<file path="src/rtl/capture_pkg.sv">
// Shared state/mode encodings and default widths for the capture sequencer.
package capture_pkg;

    localparam int FRAME_W_DEF   = 16;
    localparam int TIMEOUT_W_DEF = 24;

    typedef enum logic [2:0] {
        ST_IDLE       = 3'd0,
        ST_WAIT_CFG   = 3'd1,
        ST_WAIT_FRAME = 3'd2,
        ST_FRAME      = 3'd3,
        ST_END        = 3'd4
    } state_e;

    typedef enum logic {
        MODE_RUN  = 1'b0,
        MODE_SNAP = 1'b1
    } mode_e;

    // The watchdog only runs while the capture stage is armed.
    function automatic logic is_capturing(input state_e s);
        return (s == ST_WAIT_FRAME) || (s == ST_FRAME);
    endfunction

endpackage

</file>
<file path="src/rtl/capture_watchdog.sv">
// Frame watchdog: counts enabled cycles since the last clear and flags the
// cycle in which the count reaches TIMEOUT_CYC-1.
module capture_watchdog #(
    parameter int                   TIMEOUT_W   = 24,
    parameter logic [TIMEOUT_W-1:0] TIMEOUT_CYC = TIMEOUT_W'(1000000)
) (
    input  logic iCLK,
    input  logic iRST,
    input  logic clear_i,
    input  logic enable_i,
    output logic expire_o
);

    localparam logic [TIMEOUT_W-1:0] LAST_CNT = TIMEOUT_CYC - TIMEOUT_W'(1);

    logic [TIMEOUT_W-1:0] cnt_q;
    logic [TIMEOUT_W-1:0] cnt_d;

    always_comb begin
        cnt_d = cnt_q;
        if (clear_i) begin
            cnt_d = '0;
        end else if (enable_i) begin
            cnt_d = cnt_q + TIMEOUT_W'(1);
        end
    end

    always_ff @(posedge iCLK or negedge iRST) begin
        if (!iRST) begin
            cnt_q <= '0;
        end else begin
            cnt_q <= cnt_d;
        end
    end

    // Checked against the registered count so expiry wins over an edge seen in the same cycle.
    assign expire_o = enable_i && (cnt_q == LAST_CNT);

endmodule

</file>
<file path="src/rtl/capture_sequencer.sv">
// Capture sequencer: turns run/stop/snapshot commands into frame-aligned
// start/end pulses for the capture stage, counts frames and aborts on a watchdog.
module capture_sequencer
    import capture_pkg::*;
#(
    parameter int                   FRAME_W     = FRAME_W_DEF,
    parameter int                   TIMEOUT_W   = TIMEOUT_W_DEF,
    parameter logic [TIMEOUT_W-1:0] TIMEOUT_CYC = TIMEOUT_W'(1000000)
) (
    input  logic               iCLK,
    input  logic               iRST,
    input  logic               iCFG_DONE,
    input  logic               iCMD_RUN,
    input  logic               iCMD_STOP,
    input  logic               iCMD_SNAP,
    input  logic [FRAME_W-1:0] iSNAP_N,
    input  logic               iFVAL,
    output logic               oSTART,
    output logic               oEND,
    output logic               oBUSY,
    output logic               oDONE,
    output logic               oTIMEOUT,
    output logic [FRAME_W-1:0] oFRAMES,
    output logic [2:0]         oSTATE
);

    state_e             state_q;
    mode_e              mode_q;
    logic               fval_prev_q;
    logic               stop_pending_q;
    logic [FRAME_W-1:0] snap_n_q;
    logic [FRAME_W-1:0] frames_q;
    logic               start_q;
    logic               end_q;
    logic               done_q;
    logic               busy_q;
    logic               timeout_q;

    logic               fall;
    logic               rise;
    logic               capturing;
    logic               wd_expire;
    logic               abort_req;
    logic               snap_ok;
    logic               accept;
    logic               last_frame;
    logic [FRAME_W-1:0] frames_inc;

    assign fall       = fval_prev_q & ~iFVAL;
    assign rise       = ~fval_prev_q & iFVAL;
    assign capturing  = is_capturing(state_q);
    assign abort_req  = iCMD_STOP | ~iCFG_DONE;
    assign snap_ok    = iCMD_SNAP & (|iSNAP_N);
    assign accept     = ~iCMD_STOP & (snap_ok | iCMD_RUN);
    assign frames_inc = (&frames_q) ? frames_q : frames_q + FRAME_W'(1);
    // A stop seen together with the closing rise still ends on this frame.
    assign last_frame = stop_pending_q | abort_req |
                        ((mode_q == MODE_SNAP) && (frames_inc == snap_n_q));

    capture_watchdog #(
        .TIMEOUT_W   (TIMEOUT_W),
        .TIMEOUT_CYC (TIMEOUT_CYC)
    ) u_watchdog (
        .iCLK     (iCLK),
        .iRST     (iRST),
        .clear_i  (~capturing | fall | rise),
        .enable_i (capturing),
        .expire_o (wd_expire)
    );

    always_ff @(posedge iCLK or negedge iRST) begin
        if (!iRST) begin
            state_q        <= ST_IDLE;
            mode_q         <= MODE_RUN;
            fval_prev_q    <= 1'b0;
            stop_pending_q <= 1'b0;
            snap_n_q       <= '0;
            frames_q       <= '0;
            start_q        <= 1'b0;
            end_q          <= 1'b0;
            done_q         <= 1'b0;
            busy_q         <= 1'b0;
            timeout_q      <= 1'b0;
        end else begin
            fval_prev_q <= iFVAL;
            start_q     <= 1'b0;
            end_q       <= 1'b0;
            done_q      <= 1'b0;
            case (state_q)
                ST_IDLE: begin
                    if (accept) begin
                        mode_q         <= snap_ok ? MODE_SNAP : MODE_RUN;
                        snap_n_q       <= iSNAP_N;
                        frames_q       <= '0;
                        timeout_q      <= 1'b0;
                        stop_pending_q <= 1'b0;
                        busy_q         <= 1'b1;
                        if (iCFG_DONE) begin
                            state_q <= ST_WAIT_FRAME;
                            start_q <= 1'b1;
                        end else begin
                            state_q <= ST_WAIT_CFG;
                        end
                    end
                end
                ST_WAIT_CFG: begin
                    // Capture was never armed, so no end pulse is owed.
                    if (iCMD_STOP) begin
                        state_q <= ST_IDLE;
                        busy_q  <= 1'b0;
                        done_q  <= 1'b1;
                    end else if (iCFG_DONE) begin
                        state_q <= ST_WAIT_FRAME;
                        start_q <= 1'b1;
                    end
                end
                ST_WAIT_FRAME: begin
                    if (wd_expire) begin
                        timeout_q <= 1'b1;
                        state_q   <= ST_END;
                        end_q     <= 1'b1;
                        done_q    <= 1'b1;
                    end else if (abort_req) begin
                        state_q <= ST_END;
                        end_q   <= 1'b1;
                        done_q  <= 1'b1;
                    end else if (fall && !start_q) begin
                        state_q <= ST_FRAME;
                    end
                end
                ST_FRAME: begin
                    if (wd_expire) begin
                        timeout_q <= 1'b1;
                        state_q   <= ST_END;
                        end_q     <= 1'b1;
                        done_q    <= 1'b1;
                    end else if (rise) begin
                        frames_q <= frames_inc;
                        if (last_frame) begin
                            state_q <= ST_END;
                            end_q   <= 1'b1;
                            done_q  <= 1'b1;
                        end else begin
                            state_q <= ST_WAIT_FRAME;
                        end
                    end else if (abort_req) begin
                        stop_pending_q <= 1'b1;
                    end
                end
                ST_END: begin
                    state_q        <= ST_IDLE;
                    busy_q         <= 1'b0;
                    stop_pending_q <= 1'b0;
                end
                default: begin
                    state_q <= ST_IDLE;
                    busy_q  <= 1'b0;
                end
            endcase
        end
    end

    assign oSTART   = start_q;
    assign oEND     = end_q;
    assign oBUSY    = busy_q;
    assign oDONE    = done_q;
    assign oTIMEOUT = timeout_q;
    assign oFRAMES  = frames_q;
    assign oSTATE   = state_q;

endmodule

</file>
<file path="config.mk">
export PLATFORM = sky130hd
export DESIGN_NAME = capture_sequencer
export DESIGN_NICKNAME = d
export VERILOG_FILES = /design/src/rtl/capture_pkg.sv /design/src/rtl/capture_watchdog.sv /design/src/rtl/capture_sequencer.sv
export SDC_FILE = /design/constraint.sdc
export NUM_CORES = 1
export LEC_CHECK = 0
export CORE_ASPECT_RATIO = 0.6
export CORE_MARGIN = 1
export CORE_UTILIZATION = 35
export DETAILED_ROUTE_END_ITERATION = 8
export PLACE_DENSITY_LB_ADDON = 0.05
export SYNTH_ARGS = -nofsm -noshare
export SYNTH_HDL_FRONTEND = slang
export SYNTH_SLANG_ARGS = --single-unit
</file>
<file path="constraint.sdc">
create_clock -name iCLK -period 2.85 [get_ports iCLK]
set_input_delay 0.57 -clock iCLK [delete_from_list [all_inputs] [get_ports iCLK]]
set_output_delay 0.57 -clock iCLK [all_outputs]
set_load 0.05 [all_outputs]
</file>
After elaboration in Yosys (flattened, before gate mapping). Cells that the tools add are included.

Add/subtract/negate cells: 2. Eq/ne operators: 16. Mux-type cells: 41. Bitwise gates (word level): 16. Reductions and logical operators: 19.

Operator list (number): $mux 16 (4); $mux 24 (2); $pmux 16 s2 (1); $mux 3 (9); $add 24x1->24 const B (1); $eq 24x20->1 const B (1); $mux 1 (17); $add 16x1->16 const B (1); $eq 16x16->1 (1); $reduce_and 16->1 (1); $reduce_or 16->1 (1); $ne 2x2->1 const B (6); $pmux 3 s4 (1); $pmux 1 s3 (3); $reduce_and 4->1 (2); $eq 3x2->1 const B (2); $not 1->1 (6); $or 1x1->1 (6); $pmux 1 s2 (3); $reduce_and 3->1 (2); $reduce_bool 2->1 (3); $reduce_and 5->1 (1); $and 1x1->1 (4); $ne 4x2->1 const B (1); 13 further kinds (15).

Register bits after elaboration: 67. Input bits: 23. Output and inout bits: 24. Logic and storage cells: 106.

Longest topological paths before layout.
Depth in word-level cells: 9. Depth in mapped cells: 12. Gate-level depth less buffers: 9.

Modules after synthesis. From an unflattened synthesis, not the netlist that was laid out.

Cell total of the unflattened synthesis: 458. Area total of the unflattened synthesis: 4252.8 um^2.

By module, submodules not included: capture_sequencer (times used 1, cells each 318, area an instance 2921.6 um^2, sequential area each 1076.0 um^2); capture_watchdog (times used 1, cells each 140, area an instance 1331.3 um^2, sequential area each 600.6 um^2).

Worst setup path after synthesis. No wires, ideal clock.

Kind: register to register. From: register frames_q[0] (netlist: oFRAMES[0]). To: register done_q (netlist: oDONE). Setup time: 0.067 ns. Arrival time: 2.555 ns. Data required time: 2.783 ns. Setup slack: 0.229 ns. Cell stages (with the launch flop): 11. Buffers on the path: 1. Period minus slack after synthesis: 2.621 ns. Cells stage by stage: dfrtp_1 -> ha_1 -> nand4_1 -> buf_2 -> nor4_4 -> xnor2_1 -> nor2_1 -> a221oi_1 -> nand4_2 -> o21ai_2 -> a41o_1.

Longest elaborated chain between the ends: 9. Elaborated cells between the ends (all ways): 10. Those cells by class: add/sub (1); eq/ne (1); mux (5); bitwise (1); reduce/logical (2).

Ends and longest elaborated chain: from (decl) (RTL line capture_sequencer.sv:32) `logic [FRAME_W-1:0] frames_q;`; from (signal assigned) (RTL line capture_sequencer.sv:138) `frames_q <= frames_inc;`; $add 16x1->16 / $reduce_and 16->1 (equally long branches) (RTL line capture_sequencer.sv:55) `assign frames_inc = (&frames_q) ? frames_q : frames_q + FRAME_W'(1);`; $mux 16 * (RTL line capture_sequencer.sv:55); $eq 16x16->1 * (RTL line capture_sequencer.sv:58) `((mode_q == MODE_SNAP) && (frames_inc == snap_n_q));`; $logic_and 1x1->1 * (RTL line capture_sequencer.sv:58); $or 1x1->1 * (RTL line capture_sequencer.sv:57) `assign last_frame = stop_pending_q | abort_req |`; $mux 1 * (RTL line capture_sequencer.sv:139) `if (last_frame) begin`; $mux 1 * (RTL line capture_sequencer.sv:137) `end else if (rise) begin`; $mux 1 * (RTL line capture_sequencer.sv:132) `if (wd_expire) begin`; $pmux 1 s3 * (RTL line capture_sequencer.sv:89) `case (state_q)`; to (signal assigned) (RTL line capture_sequencer.sv:88) `done_q <= 1'b0;`; to (signal assigned) (RTL line capture_sequencer.sv:136) `done_q <= 1'b1;`; to (signal assigned) (RTL line capture_sequencer.sv:142) `done_q <= 1'b1;`; to (decl) (RTL line capture_sequencer.sv:35) `logic done_q;`.

Mark *: on every way between the ends. The rest lies on a longest branch, timed or not. A chain may end at the register's enable or synchronous reset.

Worst setup path in the final report.
From: input iSNAP_N[10]. To: register state_q[1] (netlist: oSTATE[1]).

Longest elaborated chain between the ends: 6.

Ends and longest elaborated chain: from (decl) (RTL line capture_sequencer.sv:16) `input logic [FRAME_W-1:0] iSNAP_N,`; $reduce_or 16->1 (RTL line capture_sequencer.sv:53) `assign snap_ok = iCMD_SNAP & (|iSNAP_N);`; $and 1x1->1 (RTL line capture_sequencer.sv:53); $or 1x1->1 (RTL line capture_sequencer.sv:54) `assign accept = ~iCMD_STOP & (snap_ok | iCMD_RUN);`; $and 1x1->1 (RTL line capture_sequencer.sv:54); $ne 2x2->1 (no source line); $reduce_and 4->1 (no source line); to (signal assigned) (RTL line capture_sequencer.sv:73) `state_q <= ST_IDLE;`; to (signal assigned) (RTL line capture_sequencer.sv:99) `state_q <= ST_WAIT_FRAME;`; to (signal assigned) (RTL line capture_sequencer.sv:102) `state_q <= ST_WAIT_CFG;`; to (decl) (RTL line capture_sequencer.sv:27) `state_e state_q;`.

No other way between the ends.

==> impl_metrics.yaml <==
run_status:
  status: "finished clean"
clock_tree:
  clkTransAtPathRegs_ps: 60
  cts_root_buf: "clkbuf_16"
  clock_sinks: 67
  clock_latency_ps: 340
  post_cts_buffers: 0
  cts_made_buffers: 9
  cts_tree: "yes"
  htreeDepth: 3
  clock_path_buffers: 2
  hold_buffers: 0
synth:
  ys_types: 72
  synthArstFlopShare_pct: 100
  avgSynthCellArea_um2: 9.33
  synth-main-ff-cell: "dfrtp_1"
  synthesis.nets: 455
  syn_inst: 430
  syn_area_mm2: 0.00401
  yosys_warnings: 0
  synth-edff-count: 0
  yosysSeqAreaShare_pct: 41.8
  ys_seq_elements: 67
sta:
  setup_slack_ps: 169
  rsz0062_at_grt: "no"
  whs_ps: 256
  fmax_mhz: 373
  setup_tns_ps: 0
  drv_slew: 0
  max_slew_margin_pct: 58.2
  final-setup-viol-count: 0
  finalHoldViolations: 0
  post-route-period-util_pct: 94.1
  min_period_ps: 2680
  skew_ps: 8.28
  worstMarginPinSlew_ps: 622
floorplanning:
  io_pins: 47
  dieWidth_um: 140
  die_h_um: 85.0
  rows: 29
  start_util_pct: 37.0
  fp.coreArea_mm2: 0.0108
  die-area_mm2: 0.0119
cells_and_area:
  drive_gt1_share_pct: 18.5
  fill_cells: 1006
  layout_common_cells: "dfrtp_1, nor2_1, clkdlybuf4s50_1"
  stdcell_count: 643
  fin_util_pct: 47.7
  num_antenna_cells: 0
  final_area_mm2: 0.00517
  final_nets: 524
  mostFrequentLayoutCell: "dfrtp_1"
  area_delta_synth_final_pct: 28.8
run:
  drv_cap: 0
worst_hold_path:
  hp-class: "in -> async"
setup_path:
  r2r-start: "oFRAMES[1]$_DFFE_PN0P_"
  slowest_stage: "clkdlybuf4s50_1"
  rr_worst_depth: 9
  cp_top_family: "simple AND/OR/NAND/NOR gates"
  worstSetupPathType: "in -> reg"
  cp_data_arrival_time_ps: 2890
  cp.depth: 9
  cp.buffers_inverters: 1
  startpoint_type: "input port"
  crit_fanout: 3
  rr_endpoint: "oDONE$_DFF_PN0_"
  endpoint_kind: "flip-flop"
  cp.required_ps: 3060
  max_stage_delay_ps: 550
  r2r_slack_ps: 300
  cp_cell_sequence: "clkdlybuf4s50_1, nor4_4, nand4_1, a21oi_1, or2_2, o21ai_0, o31ai_1, mux2i_1, nand3_1"
detailed_routing:
  drt_pre_antenna_iters: 5
  drt.antenna.violating_nets: 0
  wirelength_um: 11800
  routed-via-count: 3552
  routedWlPerCell_um: 18.3
  drtIter0Drc: 310
  viasPerCell: 5.52
  drc_errors: 0
placement:
  pre_cts_ws_ps: -618
  dp_cells: 627
  hpwl_um: 8760
  portBuffers: 46
  gp_congestion: 0.919
  postPlaceCellArea_mm2: 0.00482
global_route:
  grtUsageTotal_pct: 20.8
  grt_max_degree: 68
  grt-ovfl-total: 0
  grt_pass1_wl_um: 18600
  grt_pass1_vias: 3345
  antenna_found_initial: 1
power:
  irDropWorstVdd_mv: 0.355
  p_leak_nw: 2.17
  fin_total_pwr_mw: 3.94
  power_density_mw_per_mm2: 761
-- cell usage after synthesis (2+ instances only) --
| cell type | n | area (um^2) |
|---|---|---|
| a21o_1 | 3 | 22.5 |
| a21oi_1 | 22 | 110 |
| a31oi_1 | 2 | 12.5 |
| a32o_1 | 2 | 20.0 |
| and2_1 | 4 | 25.0 |
| and3_1 | 12 | 75.1 |
| and4_1 | 2 | 17.5 |
| and4_4 | 2 | 22.5 |
| buf_2 | 11 | 55.1 |
| buf_6 | 2 | 22.5 |
| clkbuf_1 | 8 | 30.0 |
| clkbuf_2 | 2 | 10.0 |
| dfrtp_1 | 67 | 1680 |
| ha_1 | 2 | 25.0 |
| inv_1 | 10 | 37.5 |
| mux2_2 | 16 | 180 |
| mux2i_1 | 2 | 20.0 |
| nand2_1 | 30 | 113 |
| nand2b_1 | 6 | 37.5 |
| nand3_1 | 21 | 105 |
| nand3_4 | 2 | 35.0 |
| nand3b_1 | 4 | 30.0 |
| nand4_1 | 11 | 68.8 |
| nor2_1 | 51 | 191 |
| nor2b_1 | 3 | 18.8 |
| nor3_1 | 8 | 40.0 |
| nor4_1 | 7 | 43.8 |
| o211ai_1 | 2 | 15.0 |
| o21a_1 | 2 | 15.0 |
| o21ai_0 | 23 | 115 |
| o22ai_1 | 3 | 18.8 |
| o31ai_1 | 6 | 45.0 |
| o41ai_1 | 2 | 17.5 |
| or2_2 | 3 | 18.8 |
| or3_1 | 3 | 18.8 |
| xnor2_1 | 19 | 166 |
| xor2_1 | 20 | 175 |
-- power by group --
| part | internal [mW] | switching [mW] | leakage, nW | total, mW |
|---|---|---|---|---|
| Clock | 0.817 | 0.433 | 0.158 | 1.25 |
| Sequential | 1.14 | 0.191 | 0.888 | 1.33 |
| Combinational | 0.603 | 0.755 | 1.12 | 1.36 |
| Total | 2.56 | 1.38 | 2.17 | 3.94 |
-- layout make-up --
type	instances	area (um^2)	area share [%]
clock inverter	5	83.8	1.62
tap	139	174	3.36
multi-input combinational	329	2180	42.2
inverter	10	37.5	0.726
sequential	67	1680	32.4
clock buffer	11	253	4.89
timing repair buffer	82	763	14.8
-- what timing repair did --
item | CTS | global route
resized for setup | 2 | 0
pin swaps | 0 | 1
setup endpoints to repair | 36 | 14
-- worst register-to-register path: cells and delay by family (launching register included) --
family                     cells  cell delay [ps]
AOI/OAI and AO/OA              3              570
xor gates and xnor gates       1              140
buffers and inverters          1              290
DFF                            1              360
and+or+nand+nor                3              900
adders and majority gates      1              220
-- cell families (layout without fill, tap and decap cells) --
| logic type | count (synthesis) | after routing | share of synthesized area (%) |
|---|---|---|---|
| xor+xnor | 39 | 39 | 8.51 |
| buf+inv | 34 | 108 | 4.24 |
| compound gates | 85 | 85 | 14.0 |
| fa+ha+maj | 2 | 2 | 0.623 |
| mux | 19 | 19 | 5.36 |
| flops | 67 | 67 | 41.8 |
| simple gates | 184 | 184 | 25.5 |
-- routing by layer --
metal / track usage (%) / part of all wire, % / vias up
met3: 5.87 / 9.2 / 18
met2: 26.7 / 37 / 152
li1: - / - / 1683
met1: 32.8 / 53 / 1699
met5: 0 / 0 / -
met4: 5.69 / 1.4 / 0
-- worst max path at each step --
stage,slack [ps],endpoint,start
3_3_place_gp,-650,oSTATE[1]$_DFFE_PN0P_,iSNAP_N[10]
5_1_grt,20,oSTATE[1]$_DFFE_PN0P_,iSNAP_N[10]
6_report,170,oSTATE[1]$_DFFE_PN0P_,iSNAP_N[10]
3_5_place_dp,-620,oSTATE[1]$_DFFE_PN0P_,iSNAP_N[10]
4_1_cts,60,oSTATE[1]$_DFFE_PN0P_,iSNAP_N[10]
2_1_floorplan,230,oDONE$_DFF_PN0_,oFRAMES[0]$_DFFE_PN0P_
-- registers in the layout, summed over array words and instances, names as in the netlist, 3 cells and up --
register	count
oSTATE	3
u_watchdog.cnt_q	24
snap_n_q	16
oFRAMES	16
Power figures use the tool's default switching activity.
